`src/rtl/ro_puf_pkg.sv`:
```
`default_nettype none
// ============================================================================
// Module      : ro_puf_pkg
// Description : Shared types and constants for the ring-oscillator PUF
//               sequencer (FSM state encoding, synchronizer depth, drain time).
// Revision    : 1.0 - initial release
// ============================================================================
package ro_puf_pkg;

  // Sequencer states; explicit 3-bit encoding
  typedef enum logic [2:0] {
    IDLE   = 3'd0,
    CHECK  = 3'd1,
    SETTLE = 3'd2,
    COUNT  = 3'd3,
    DRAIN  = 3'd4,
    DONE   = 3'd5
  } state_t;

  // Flops in each RO synchronizer chain before the edge detector
  localparam int SYNC_STAGES = 2;

  // Cycles spent after ro_en drops, letting in-flight edges leave the pipeline
  localparam int DRAIN_CYC = 3;

endpackage : ro_puf_pkg
`default_nettype wire

```
`src/rtl/ro_edge_counter.sv`:
```
`default_nettype none
// ============================================================================
// Module      : ro_edge_counter
// Description : Synchronizes one raw ring-oscillator output, detects its
//               rising edges and counts them into a saturating counter while
//               counting is enabled. clr has priority over counting.
// Revision    : 1.0 - initial release
// ============================================================================
module ro_edge_counter
  import ro_puf_pkg::*;
#(
  parameter int CNT_W = 16
) (
  input  logic             clk,
  input  logic             rst_n,
  input  logic             ro_raw,
  input  logic             clr,
  input  logic             cnt_en,
  output logic [CNT_W-1:0] cnt
);

  logic [SYNC_STAGES-1:0] r_sync;
  logic                   r_prev;
  logic [CNT_W-1:0]       r_cnt;
  logic                   w_edge;

  // Bring the asynchronous RO output into clk domain and keep a delayed copy
  always_ff @(posedge clk or negedge rst_n) begin
    if (!rst_n) begin
      r_sync <= '0;
      r_prev <= 1'b0;
    end else begin
      r_sync <= {r_sync[SYNC_STAGES-2:0], ro_raw};
      r_prev <= r_sync[SYNC_STAGES-1];
    end
  end

  assign w_edge = r_sync[SYNC_STAGES-1] & ~r_prev;

  // Count detected rising edges, holding at all-ones rather than wrapping
  always_ff @(posedge clk or negedge rst_n) begin
    if (!rst_n) begin
      r_cnt <= '0;
    end else if (clr) begin
      r_cnt <= '0;
    end else if (cnt_en && w_edge && (r_cnt != {CNT_W{1'b1}})) begin
      r_cnt <= r_cnt + 1'b1;
    end
  end

  assign cnt = r_cnt;

endmodule : ro_edge_counter
`default_nettype wire

```
`src/rtl/ro_puf_ctrl.sv`:
```
`default_nettype none
// ============================================================================
// Module      : ro_puf_ctrl
// Description : Challenge sequencer for a bank of enable-gated ring
//               oscillators. Enables the selected pair, waits for them to
//               settle, counts their edges over a programmable window, turns
//               them off, drains the synchronizers and compares the counts
//               into one response bit.
//               Optional build macro RO_PUF_ABORT_EN adds an abort input that
//               cuts a running measurement short and reports err.
// Revision    : 1.0 - initial release
// ============================================================================
module ro_puf_ctrl
  import ro_puf_pkg::*;
#(
  parameter int NUM_RO     = 8,
  parameter int SEL_W      = 3,
  parameter int CNT_W      = 16,
  parameter int WIN_W      = 16,
  parameter int SETTLE_CYC = 16
) (
  input  logic              clk,
  input  logic              rst_n,
  input  logic              start,
  input  logic [SEL_W-1:0]  chal_a,
  input  logic [SEL_W-1:0]  chal_b,
  input  logic [WIN_W-1:0]  win_len,
`ifdef RO_PUF_ABORT_EN
  input  logic              abort,
`endif
  input  logic [NUM_RO-1:0] ro_in,
  output logic [NUM_RO-1:0] ro_en,
  output logic              busy,
  output logic              done,
  output logic              resp_bit,
  output logic              tie,
  output logic              err,
  output logic [CNT_W-1:0]  cnt_a,
  output logic [CNT_W-1:0]  cnt_b
);

  // Timer reload values, sized to the shared down-counter
  localparam logic [WIN_W-1:0] C_SETTLE  = WIN_W'(SETTLE_CYC);
  localparam logic [WIN_W-1:0] C_DRAIN   = WIN_W'(DRAIN_CYC);
  localparam logic [WIN_W-1:0] C_ONE     = WIN_W'(1);
  localparam logic [SEL_W:0]   C_NUM_RO  = (SEL_W+1)'(NUM_RO);
  localparam int               C_PAD_W   = 1 << SEL_W;

  state_t             r_state;
  logic [WIN_W-1:0]   r_timer;
  logic [SEL_W-1:0]   r_chal_a;
  logic [SEL_W-1:0]   r_chal_b;
  logic [WIN_W-1:0]   r_win_len;
  logic [NUM_RO-1:0]  r_ro_en;
  logic               r_busy;
  logic               r_done;
  logic               r_resp_bit;
  logic               r_tie;
  logic               r_err;
  logic [CNT_W-1:0]   r_cnt_a;
  logic [CNT_W-1:0]   r_cnt_b;
`ifdef RO_PUF_ABORT_EN
  logic               r_aborted;
  logic               w_abort_hit;
`endif

  logic               w_accept;
  logic               w_chal_ok;
  logic [WIN_W-1:0]   w_win_eff;
  logic [NUM_RO-1:0]  w_en_mask;
  logic [C_PAD_W-1:0] w_ro_pad;
  logic               w_ro_a;
  logic               w_ro_b;
  logic               w_cnt_en;
  logic [CNT_W-1:0]   w_cnt_a;
  logic [CNT_W-1:0]   w_cnt_b;

  assign w_accept  = (r_state == IDLE) && start;
  assign w_cnt_en  = (r_state == COUNT);
  assign w_win_eff = (r_win_len == '0) ? C_ONE : r_win_len;

  // A challenge is usable only with two distinct, in-range RO indices
  assign w_chal_ok = (r_chal_a != r_chal_b) &&
                     ({1'b0, r_chal_a} < C_NUM_RO) &&
                     ({1'b0, r_chal_b} < C_NUM_RO);

`ifdef RO_PUF_ABORT_EN
  assign w_abort_hit = abort && ((r_state == CHECK) || (r_state == SETTLE) ||
                                 (r_state == COUNT) || (r_state == DRAIN));
`endif

  // One-hot pair mask for the latched challenge
  always_comb begin
    w_en_mask = '0;
    for (int i = 0; i < NUM_RO; i++) begin
      w_en_mask[i] = (SEL_W'(i) == r_chal_a) || (SEL_W'(i) == r_chal_b);
    end
  end

  // Zero-pad the RO bank to the full index range so any index selects safely
  always_comb begin
    w_ro_pad             = '0;
    w_ro_pad[NUM_RO-1:0] = ro_in;
  end

  assign w_ro_a = w_ro_pad[r_chal_a];
  assign w_ro_b = w_ro_pad[r_chal_b];

  ro_edge_counter #(
    .CNT_W (CNT_W)
  ) u_cnt_a (
    .clk    (clk),
    .rst_n  (rst_n),
    .ro_raw (w_ro_a),
    .clr    (w_accept),
    .cnt_en (w_cnt_en),
    .cnt    (w_cnt_a)
  );

  ro_edge_counter #(
    .CNT_W (CNT_W)
  ) u_cnt_b (
    .clk    (clk),
    .rst_n  (rst_n),
    .ro_raw (w_ro_b),
    .clr    (w_accept),
    .cnt_en (w_cnt_en),
    .cnt    (w_cnt_b)
  );

  // Measurement sequencer: state, shared down-timer and all registered outputs
  always_ff @(posedge clk or negedge rst_n) begin
    if (!rst_n) begin
      r_state    <= IDLE;
      r_timer    <= '0;
      r_chal_a   <= '0;
      r_chal_b   <= '0;
      r_win_len  <= '0;
      r_ro_en    <= '0;
      r_busy     <= 1'b0;
      r_done     <= 1'b0;
      r_resp_bit <= 1'b0;
      r_tie      <= 1'b0;
      r_err      <= 1'b0;
      r_cnt_a    <= '0;
      r_cnt_b    <= '0;
`ifdef RO_PUF_ABORT_EN
      r_aborted  <= 1'b0;
`endif
    end else begin
      r_done <= 1'b0;
`ifdef RO_PUF_ABORT_EN
      // Abort drops the ROs at once and spends one drain cycle before DONE
      if (w_abort_hit) begin
        r_ro_en   <= '0;
        r_timer   <= C_ONE;
        r_aborted <= 1'b1;
        r_state   <= DRAIN;
      end else
`endif
      begin
        case (r_state)
          IDLE: begin
            if (start) begin
              r_chal_a   <= chal_a;
              r_chal_b   <= chal_b;
              r_win_len  <= win_len;
              r_busy     <= 1'b1;
              r_resp_bit <= 1'b0;
              r_tie      <= 1'b0;
              r_err      <= 1'b0;
              r_cnt_a    <= '0;
              r_cnt_b    <= '0;
`ifdef RO_PUF_ABORT_EN
              r_aborted  <= 1'b0;
`endif
              r_state    <= CHECK;
            end
          end
          CHECK: begin
            if (w_chal_ok) begin
              r_ro_en <= w_en_mask;
              r_timer <= C_SETTLE;
              r_state <= SETTLE;
            end else begin
              // Bad challenge: report straight away, ROs never switched on
              r_err   <= 1'b1;
              r_busy  <= 1'b0;
              r_done  <= 1'b1;
              r_state <= DONE;
            end
          end
          SETTLE: begin
            if (r_timer == C_ONE) begin
              r_timer <= w_win_eff;
              r_state <= COUNT;
            end else begin
              r_timer <= r_timer - 1'b1;
            end
          end
          COUNT: begin
            if (r_timer == C_ONE) begin
              r_ro_en <= '0;
              r_timer <= C_DRAIN;
              r_state <= DRAIN;
            end else begin
              r_timer <= r_timer - 1'b1;
            end
          end
          DRAIN: begin
            if (r_timer == C_ONE) begin
`ifdef RO_PUF_ABORT_EN
              if (r_aborted) begin
                r_err      <= 1'b1;
                r_resp_bit <= 1'b0;
                r_tie      <= 1'b0;
                r_cnt_a    <= '0;
                r_cnt_b    <= '0;
              end else
`endif
              begin
                r_cnt_a    <= w_cnt_a;
                r_cnt_b    <= w_cnt_b;
                r_resp_bit <= (w_cnt_a > w_cnt_b);
                r_tie      <= (w_cnt_a == w_cnt_b);
                r_err      <= 1'b0;
              end
              r_busy  <= 1'b0;
              r_done  <= 1'b1;
              r_state <= DONE;
            end else begin
              r_timer <= r_timer - 1'b1;
            end
          end
          DONE: begin
            r_state <= IDLE;
          end
          default: begin
            r_ro_en <= '0;
            r_busy  <= 1'b0;
            r_state <= IDLE;
          end
        endcase
      end
    end
  end

  assign ro_en    = r_ro_en;
  assign busy     = r_busy;
  assign done     = r_done;
  assign resp_bit = r_resp_bit;
  assign tie      = r_tie;
  assign err      = r_err;
  assign cnt_a    = r_cnt_a;
  assign cnt_b    = r_cnt_b;

endmodule : ro_puf_ctrl
`default_nettype wire

```
`config.mk`:
```
export PLATFORM = sky130hd
export DESIGN_NAME = ro_puf_ctrl
export DESIGN_NICKNAME = d
export VERILOG_FILES = /design/src/rtl/ro_puf_pkg.sv /design/src/rtl/ro_edge_counter.sv /design/src/rtl/ro_puf_ctrl.sv
export SDC_FILE = /design/constraint.sdc
export NUM_CORES = 1
export LEC_CHECK = 0
export CORE_MARGIN = 5
export CORE_UTILIZATION = 25
export DETAILED_ROUTE_END_ITERATION = 12
export GPL_TIMING_DRIVEN = 0
export PLACE_DENSITY = 0.47
export RECOVER_POWER = 100
export REMOVE_ABC_BUFFERS = 1
export SYNTH_ARGS = -nofsm -noshare
export SYNTH_HDL_FRONTEND = slang
export SYNTH_SLANG_ARGS = --single-unit
export TNS_END_PERCENT = 1
```
`constraint.sdc`:
```
create_clock -name clk -period 5.1 [get_ports clk]
set_input_delay 0.51 -clock clk [delete_from_list [all_inputs] [get_ports clk]]
set_output_delay 0.51 -clock clk [all_outputs]
set_load 0.01 [all_outputs]
```
==> results.sh, run 1 <==
export IMPL_outcome="finished, violations left"
export IMPL_violations="max-capacitance violations, max-slew violations"
export IMPL_yosysWarnings=0
export IMPL_synth_seq_cells=124
export IMPL_worstMarginPinSlew_ns=2.39
export IMPL_antenna_found_initial=0
export IMPL_max_freq_mhz=297
export IMPL_syn2layout_area_growth_pct=25.6
export IMPL_finClkSkew_ns=0.00924
export IMPL_timing_final_crit_period_ns=3.37
export IMPL_setup_tns_ns=0
export IMPL_utilization_pct=31.9
export IMPL_clock_path_buffers=2
export IMPL_setup_ws_ns=1.73
export IMPL_fin_cells=1097
export IMPL_whs_ns=0.347
export IMPL_h_tree_depth=4
export IMPL_drtPass1Iterations=4
export IMPL_timing_max_slew_rel_slack_pct=-59.4
export IMPL_synth_main_ff_cell="dfrtp_1"
export IMPL_drc=0
export IMPL_path_clk_slew_ns=0.06
export IMPL_power_mw=3.77
export IMPL_hold_violations=0
export IMPL_cap_violations=2
export IMPL_vias=5144
export IMPL_place_ws_ns=2.27
export IMPL_powerDensity_nw_per_um2=468
export IMPL_diodes=0
export IMPL_setup_viol=0
export IMPL_worstHoldPathType="reg2reg"
export IMPL_worstSetupPathType="reg2reg"
export IMPL_viasPerCell=4.69
export IMPL_slew_violations=100
export IMPL_wl_per_cell_um=15.7
export IMPL_grt_max_degree=90
export IMPL_start_util_pct=25.4
export IMPL_cts_root_buf="clkbuf_16"
export IMPL_cts_tree="yes"
export IMPL_grt_use_total_pct=12.3
export IMPL_gp_congestion=0.773
export IMPL_arrival_ns=3.51
export IMPL_drt_iter0_drc=343
export IMPL_stdcell_area_um2=8050
export IMPL_core_area_um2=25300
export IMPL_fin_nets=807
export IMPL_critPathSlowestCell="nand2_1"
export IMPL_routed_wirelength_um=17200
export IMPL_grt_overflow=0
export IMPL_syn_area_um2=6410
export IMPL_placed_area_um2=7520
export IMPL_clock_sinks=124
export IMPL_finalCritPeriodShare_pct=66.0
export IMPL_ant_nets=0
export IMPL_power_leakage_nw=3.66
export IMPL_async_reset_ff_share_pct=100
export IMPL_seq_area_frac_synth_pct=48.4
export IMPL_clock_latency_ns=0.42
export IMPL_required_ns=5.24
export IMPL_dp_cells=1064
export IMPL_io_pins=78
export IMPL_ys_types=65
export IMPL_grt_pass1_wl_um=28500
export IMPL_synth_edff_count=0
export IMPL_syn_inst=690
export IMPL_crit_fanout=63
export IMPL_die_w_um=170
export IMPL_hpwlAfterDp_um=11900
export IMPL_rsz0062_at_grt="no"
export IMPL_avgSynthCellArea_um2=9.29
export IMPL_port_buffers=77
export IMPL_dieHeight_um=170
export IMPL_drive_above_1_share_pct=6.65
export IMPL_cpPeakStageDelay_ns=1.73
export IMPL_peakVddDrop_mv=0.218
export IMPL_dieArea_um2=29000
export IMPL_first_global_vias=5249
export IMPL_critPathCaptureType="register"
export IMPL_path_cells="nor2b_1, nand2_1, o311ai_0"
export IMPL_cts_buffers=17
export IMPL_rows=58
export IMPL_cp_start_kind="register"
critical path: cells and delay by family (launching register included):
family / cells / cell delay, ns
AOI/OAI and AO/OA: 1 / 0.42
DFF: 1 / 0.77
and+or+nand+nor: 2 / 1.89
flip-flops by register name (all words and copies together) (netlist names), 2 cells and up:
signal,cells
cnt_b,16
r_timer,16
r_chal_a,3
u_cnt_a.cnt,16
r_chal_b,3
r_win_len,16
cnt_a,16
r_state,3
u_cnt_b.r_sync,2
ro_en,8
u_cnt_b.cnt,16
u_cnt_a.r_sync,2
logic make-up after synthesis:
| group | after synthesis | synth area share, % |
|---|---|---|
| adders and majority gates | 20 | 3.90 |
| and+or+nand+nor | 317 | 24.8 |
| xor gates and xnor gates | 26 | 3.55 |
| DFF | 124 | 48.4 |
| AOI/OAI and AO/OA | 124 | 12.7 |
| buffers and inverters | 70 | 4.45 |
| muxes | 9 | 2.22 |
path summary, 6_finish.rpt:
kind                                          end  cells after the start              start  slack [ns]
worst max-delay path                         busy                      3         r_state[0]        1.73
worst min-delay path            u_cnt_b.r_sync[1]                      0  u_cnt_b.r_sync[0]        0.35
worst max register to register               busy                      3         r_state[0]        1.73
worst min register to register  u_cnt_b.r_sync[1]                      0  u_cnt_b.r_sync[0]        0.35
max in group asynchronous          u_cnt_b.cnt[0]                      3              rst_n        2.56
min in group asynchronous           r_win_len[10]                      2              rst_n        1.28
cell type report:
type | count | area, µm²
fillers | 2688 | 17200
flip-flops and latches | 124 | 3100
multi-input cells | 496 | 2990
repair buffers | 81 | 842
clock buffers | 23 | 488
well taps | 330 | 413
inverters | 34 | 128
clock inverters | 9 | 87.6
what timing repair did:
action                    4_1_cts  5_1_grt
buffers inserted                0        0
hold endpoints to repair        2        0
hold buffers                    1        0
gates resized for setup         0        0
metal layers:
layer / share of wire [%] / wire length [µm] / up-vias / GRT usage, %
met1: 50 / 8630 / 2478 / 17.3
met3: 3.7 / 646 / 13 / 3.25
met4: 1.1 / 195 / 0 / 3.02
met2: 45 / 7770 / 84 / 19.0
met5: 0 / 0 / - / 0
li1: - / - / 2569 / -
cell usage in the layout (no fill, tap or decap), drive strengths merged, types with 8 or more instances in the layout:
cell           Yosys  final
nand3             47     47
dlygate4sd3        0     46
a21o              10     10
o21ai             43     43
and3               8      8
a21oi             20     20
ha                20     20
dfrtp            124    124
xor2               8      8
nor2              49     49
clkdlybuf4s50      0     31
nor4              19     19
inv               34     34
xnor2             18     18
nor3              19     19
nand4             14     14
clkbuf            26     24
nand2            126    126
cell usage after synthesis (4+ instances only):
cell         n  area [µm²]
xnor2_1     18         158
clkbuf_1    26        97.6
nor2_1      48         180
a21o_1      10        75.1
o211ai_1     5        37.5
mux4_2       4        90.1
buf_2        6        30.0
xor2_1       8        70.1
nand2_1    126         473
and4_1       5        43.8
nor4_1      13        81.3
o21a_1       5        37.5
nand3_1     47         235
and3_1       8        50.1
inv_1       34         128
nor3b_1      6        45.0
ha_1        20         250
a32oi_1      5        43.8
o2bb2ai_1    6        52.6
a21oi_1     20         100
nand4_1     13        81.3
o21ai_0     11        55.1
dfrtp_1    124        3100
nand3b_1     5        37.5
a22o_1       4        35.0
a22oi_1      4        30.0
o21ai_1     31         155
nor3_1      18        90.1
where the power goes:
part / leakage (nW) / total, mW / internal, mW / switching, mW
combinational: 1.73 / 1.11 / 0.487 / 0.624
clock: 0.271 / 1.17 / 0.722 / 0.451
sequential: 1.66 / 1.48 / 1.19 / 0.289
total: 3.66 / 3.77 / 2.40 / 1.36
(Power assumes the default switching activity.)
==> run 2: changes to the inputs <==
PLACE_DENSITY = 0.49   (was 0.47)
clock period = 2.81 ns   (was 5.1 ns; I/O delays follow)
==> run 2 against run 1 <==
Compared with the run above:
- via count increased by 0.52%
- global-route usage increased by 0.081 points
- hold slack improved by 0.0038 ns
- clock-buffer cell count shrank 6
- the flow now finishes without violations
- highest routed layer unchanged
- critical path depth increased by 2
==> results.sh, run 2 (synthesis results as in run 1) <==
export IMPL_core_area_um2=25300
export IMPL_n_fill_cell=2681
export IMPL_die_w_um=170
export IMPL_place_ws_ns=-0.0399
export IMPL_fin_cells=1098
export IMPL_grt_use_total_pct=12.4
export IMPL_power_leakage_nw=3.70
export IMPL_setup_ws_ns=0.303
export IMPL_slew_violations=0
export IMPL_stdcell_area_um2=8130
export IMPL_crit_fanout=21
export IMPL_rsz0062_at_grt="no"
export IMPL_setup_tns_ns=0
export IMPL_worstHoldPathType="reg2reg"
export IMPL_vias=5171
export IMPL_power_mw=7.04
export IMPL_regToRegStartpoint="r_state[0]"
export IMPL_diodes=0
export IMPL_finClkSkew_ns=0.0128
export IMPL_max_freq_mhz=399
export IMPL_syn2layout_area_growth_pct=26.8
export IMPL_clock_latency_ns=0.42
export IMPL_mostFrequentLayoutCell="nand2_1"
export IMPL_peakVddDrop_mv=0.433
export IMPL_clock_path_buffers=2
export IMPL_gp_congestion=0.760
export IMPL_cp_start_kind="register"
export IMPL_cap_violations=0
export IMPL_timing_max_slew_rel_slack_pct=23.8
export IMPL_port_buffers=77
export IMPL_clock_sinks=124
export IMPL_multi_input_area_um2=3030
export IMPL_worstSetupPathType="reg2reg"
export IMPL_drt_iter0_drc=290
export IMPL_worstMarginPinSlew_ns=1.14
export IMPL_required_ns=3.15
export IMPL_worstReg2RegEnd="u_cnt_a.cnt[13]"
export IMPL_powerDensity_nw_per_um2=867
export IMPL_drtPass1Iterations=4
export IMPL_setup_worst_path_start="r_state[0]"
export IMPL_utilization_pct=32.2
export IMPL_io_pins=78
export IMPL_r2r_setup_slack_ns=0.30
export IMPL_critPathSlowestCell="dfrtp_1"
export IMPL_worstHoldStart="u_cnt_a.r_sync[0]"
export IMPL_timing_final_crit_period_ns=2.51
export IMPL_grt_max_degree=87
export IMPL_setup_viol=0
export IMPL_mostFrequentLayoutCells="nand2_1 (125), dfrtp_1 (124), nor2_1 (48), nand3_1 (47), dlygate4sd3_1 (46)"
export IMPL_dieHeight_um=170
export IMPL_hold_violations=0
export IMPL_fin_nets=808
export IMPL_antenna_found_initial=0
export IMPL_critPathCaptureType="register"
export IMPL_dp_cells=1065
export IMPL_first_global_vias=5297
export IMPL_h_tree_depth=4
export IMPL_hpwlAfterDp_um=12100
export IMPL_ff_latch_area_um2=3100
export IMPL_cts_root_buf="clkbuf_16"
export IMPL_placed_area_um2=7530
export IMPL_whs_ns=0.351
export IMPL_cts_tree="yes"
export IMPL_post_cts_setup_buffer_count=0
export IMPL_drc=0
export IMPL_outcome="finished clean"
export IMPL_hold_depth=0
export IMPL_ant_nets=0
export IMPL_ff2ff_path_depth=5
export IMPL_rows=58
export IMPL_path_cells="nand3b_1, nor4_4, o311ai_1, or3_1, a21oi_1"
export IMPL_worst_path_buf_inv=0
export IMPL_routed_wirelength_um=17300
export IMPL_arrival_ns=2.85
export IMPL_wl_per_cell_um=15.7
export IMPL_finalCritPeriodShare_pct=89.2
export IMPL_path_clk_slew_ns=0.06
export IMPL_grt_overflow=0
export IMPL_dieArea_um2=29000
export IMPL_cts_buffers=17
export IMPL_start_util_pct=25.4
export IMPL_grt_pass1_wl_um=28700
export IMPL_viasPerCell=4.71
export IMPL_cpPeakStageDelay_ns=0.79
export IMPL_hold_end="u_cnt_a.r_sync[1]"
export IMPL_drive_above_1_share_pct=7.94
export IMPL_critPathTopFamily="simple AND/OR/NAND/NOR gates"
-- run 2: worst max path at each step --
stage | slack (ns) | endpoint | depth (start not counted)
after global routing | 0.06 | cnt_a[15] | 6
after global placement | -3.99 | ro_en[0] | 1
after CTS | 0.06 | r_timer[6] | 4
after floorplan | 0.41 | tie | 7
final | 0.30 | u_cnt_a.cnt[13] | 5
after detailed placement | -0.04 | r_timer[8] | 4
-- run 2: report_power, final --
part	internal (mW)	switching, mW
Sequential	2.16	0.527
Clock	1.34	0.930
Combinational	0.905	1.18
Total	4.41	2.63
-- run 2: layer usage --
layer  part of all wire (%)  GRT usage, %  vias to the layer above
li1                       -             -                     2582
met1                     50          17.5                     2499
met2                     45          19.2                       79
met3                    3.6          2.93                       11
met4                   0.97          3.13                        0
met5                      0             0                        -
-- run 2: cell type report --
class                      instances  share of cell area (%)
tap                              330                    5.08
inverter                          34                    1.57
multi-input combinational        496                    37.3
clock inverter                    15                    2.17
timing repair buffer              82                    10.5
sequential                       124                    38.2
clock buffer                      17                    5.23
-- run 2: repair_timing --
action / CTS / global route
hold endpoints to repair: 38 / 0
gates resized for setup: 1 / 1
endpoints found under the setup margin: 4 / 12
hold buffers: 1 / 0
==> run 3: changes to the inputs <==
CORE_MARGIN = default   (was 5)
clock period = 2.08 ns   (was 2.81 ns; I/O delays follow)
==> run 3 against run 2 <==
Compared with the run above:
- the run now ends with negative setup slack left
- critical path depth is 3 higher
- via count grew 1.7%
- combinational power rose by 52%
- first-iteration DRC count fell by 6.6%
- flip-flop and latch count did not move
- register-to-register slack got worse by 0.32 ns
- design area up 3.7%
- routed wire length shrank 1.6%
- largest cell class is now multi-input combinational cells
==> results.sh, run 3 (synthesis results as in run 1) <==
export IMPL_outcome="finished, violations left"
export IMPL_violations="negative setup slack"
export IMPL_worstHoldPathType="in2reg"
export IMPL_path_clk_slew_ns=0.07
export IMPL_cts_root_buf="clkbuf_16"
export IMPL_grt_overflow=0
export IMPL_required_ns=2.40
export IMPL_cts_tree="yes"
export IMPL_diodes=0
export IMPL_dr_max_layer_used="met4"
export IMPL_rows=58
export IMPL_grt_pass1_wl_um=28000
export IMPL_wl_met1_um=8320
export IMPL_worst_path_buf_inv=3
export IMPL_max_freq_mhz=477
export IMPL_setup_tns_ns=-0.0401
export IMPL_grt_use_total_pct=13.7
export IMPL_setup_ws_ns=-0.0171
export IMPL_finClkSkew_ns=0.0248
export IMPL_timing_final_crit_period_ns=2.10
export IMPL_peakVddDrop_mv=0.542
export IMPL_p_clk_share_pct=31.3
export IMPL_drt_iter0_drc=271
export IMPL_path_cells="buf_4, nor4_4, and4_4, buf_4, o22ai_4, buf_12, a22o_1, o31ai_1"
export IMPL_wl_per_cell_um=15.3
export IMPL_cap_violations=0
export IMPL_p_int_mw=6.30
export IMPL_fin_nets=821
export IMPL_gp_congestion=0.778
export IMPL_dieHeight_um=162
export IMPL_dieArea_um2=26300
export IMPL_crit_fanout=16
export IMPL_drtPass1Iterations=4
export IMPL_rsz0062_at_grt="yes"
export IMPL_seqPwrFrac_pct=36.9
export IMPL_drc=0
export IMPL_power_leakage_nw=3.82
export IMPL_mostFrequentLayoutCell="nand2_1"
export IMPL_worstMarginPinSlew_ns=1.47
export IMPL_grt_max_degree=70
export IMPL_h_tree_depth=4
export IMPL_critPathTopFamily="simple AND/OR/NAND/NOR gates"
export IMPL_wl_met2_um=7970
export IMPL_vias=5257
export IMPL_p_switching_mw=3.67
export IMPL_worstSetupPathType="reg2reg"
export IMPL_timing_max_slew_rel_slack_pct=2.14
export IMPL_placed_area_um2=7530
export IMPL_viasPerCell=4.73
export IMPL_powerDensity_nw_per_um2=1180
export IMPL_drive_above_1_share_pct=12.0
export IMPL_utilization_pct=33.5
export IMPL_syn2layout_area_growth_pct=31.4
export IMPL_setup_viol=3
export IMPL_stdcell_area_um2=8430
export IMPL_clock_sinks=124
export IMPL_start_util_pct=25.5
export IMPL_cpPeakStageDelay_ns=0.45
export IMPL_ant_nets=0
export IMPL_cts_buffers=17
export IMPL_multi_input_area_um2=3180
export IMPL_cp_start_kind="register"
export IMPL_hold_violations=0
export IMPL_critPathCaptureType="register"
export IMPL_slew_violations=0
export IMPL_mostFrequentLayoutCells="nand2_1 (123), dfrtp_1 (118), nor2_1 (48), nand3_1 (47), dlygate4sd3_1 (46)"
export IMPL_swShare_pct=36.8
export IMPL_first_global_vias=5312
export IMPL_crit_top_cell="buf_4"
export IMPL_hpwlAfterDp_um=11700
export IMPL_finalCritPeriodShare_pct=101
export IMPL_route_met3_wl_um=579
export IMPL_arrival_ns=2.42
export IMPL_clock_latency_ns=0.43
export IMPL_core_area_um2=25200
export IMPL_antenna_found_initial=0
export IMPL_clock_path_buffers=2
export IMPL_routed_wirelength_um=17000
export IMPL_die_w_um=162
export IMPL_io_pins=78
export IMPL_ff_latch_area_um2=3110
export IMPL_critPathSlowestCell="dfrtp_2"
export IMPL_port_buffers=77
export IMPL_power_mw=9.97
export IMPL_whs_ns=0.305
export IMPL_n_fill_cell=2565
export IMPL_combPwrFrac_pct=31.8
==> run 3: cell type report <==
| cell class | count | share of cell area, % |
|---|---|---|
| Timing Repair Buffer | 95 | 11.7 |
| Clock buffer | 18 | 5.09 |
| Sequential cell | 124 | 36.9 |
| Clock inverter | 14 | 2.20 |
| Multi-Input combinational cell | 496 | 37.7 |
| Tap cell | 330 | 4.90 |
| Inverter | 34 | 1.51 |
==> run 3: routing by layer <==
metal / up-vias / GRT usage, %
li1: 2607 / -
met5: - / 0
met3: 9 / 3.27
met1: 2566 / 18.4
met2: 75 / 21.6
met4: 0 / 4.33
==> run 3: power groups by stage <==
stage          clock, mW  combinational, mW  sequential [mW]
2_1_floorplan          0               1.94             3.49
5_1_grt             3.33               3.57             3.78
4_1_cts             3.22               2.98             3.67
3_5_place_dp           0               2.88             3.68
6_report            3.12               3.17             3.68
3_3_place_gp           0               2.80             3.67
==> run 3: path summary, 6_finish.rpt <==
path | from | to | slack, ns | depth (start not counted)
worst max-delay path | r_timer[6] | r_timer[0] | -0.02 | 8
worst min-delay path | chal_b[1] | r_chal_b[1] | 0.31 | 3
worst max register to register | r_timer[6] | r_timer[0] | -0.02 | 8
worst min register to register | u_cnt_b.r_sync[0] | u_cnt_b.r_sync[1] | 0.36 | 0
max in group asynchronous | rst_n | r_state[0] | 0.32 | 3
min in group asynchronous | rst_n | cnt_a[14] | 0.68 | 2
==> run 3: tightest hold or removal path, delay by kind of cell <==
family | cells | cell delay (ns)
buf+inv | 1 | 0.40
simple gates | 2 | 0.10
==> run 3: through the flow <==
| stage | worst slack (ns) | cells |
|---|---|---|
| 2_1_floorplan | -0.318 | 654 |
| 3_3_place_gp | -4.57 | 1061 |
| 5_1_grt | -0.111 | 1111 |
| 3_5_place_dp | -0.739 | 1065 |
| 4_1_cts | -0.0905 | 1101 |
| 6_report | -0.0171 | 1111 |
==> run 3: repair_timing <==
action / CTS / global route
setup buffers: 3 / 10
endpoints found under the hold margin: 55 / 0
cloned: 0 / 0
resized for setup: 19 / 17
hold buffers: 1 / 0
setup endpoints to repair: 85 / 63
pin swaps: 3 / 4
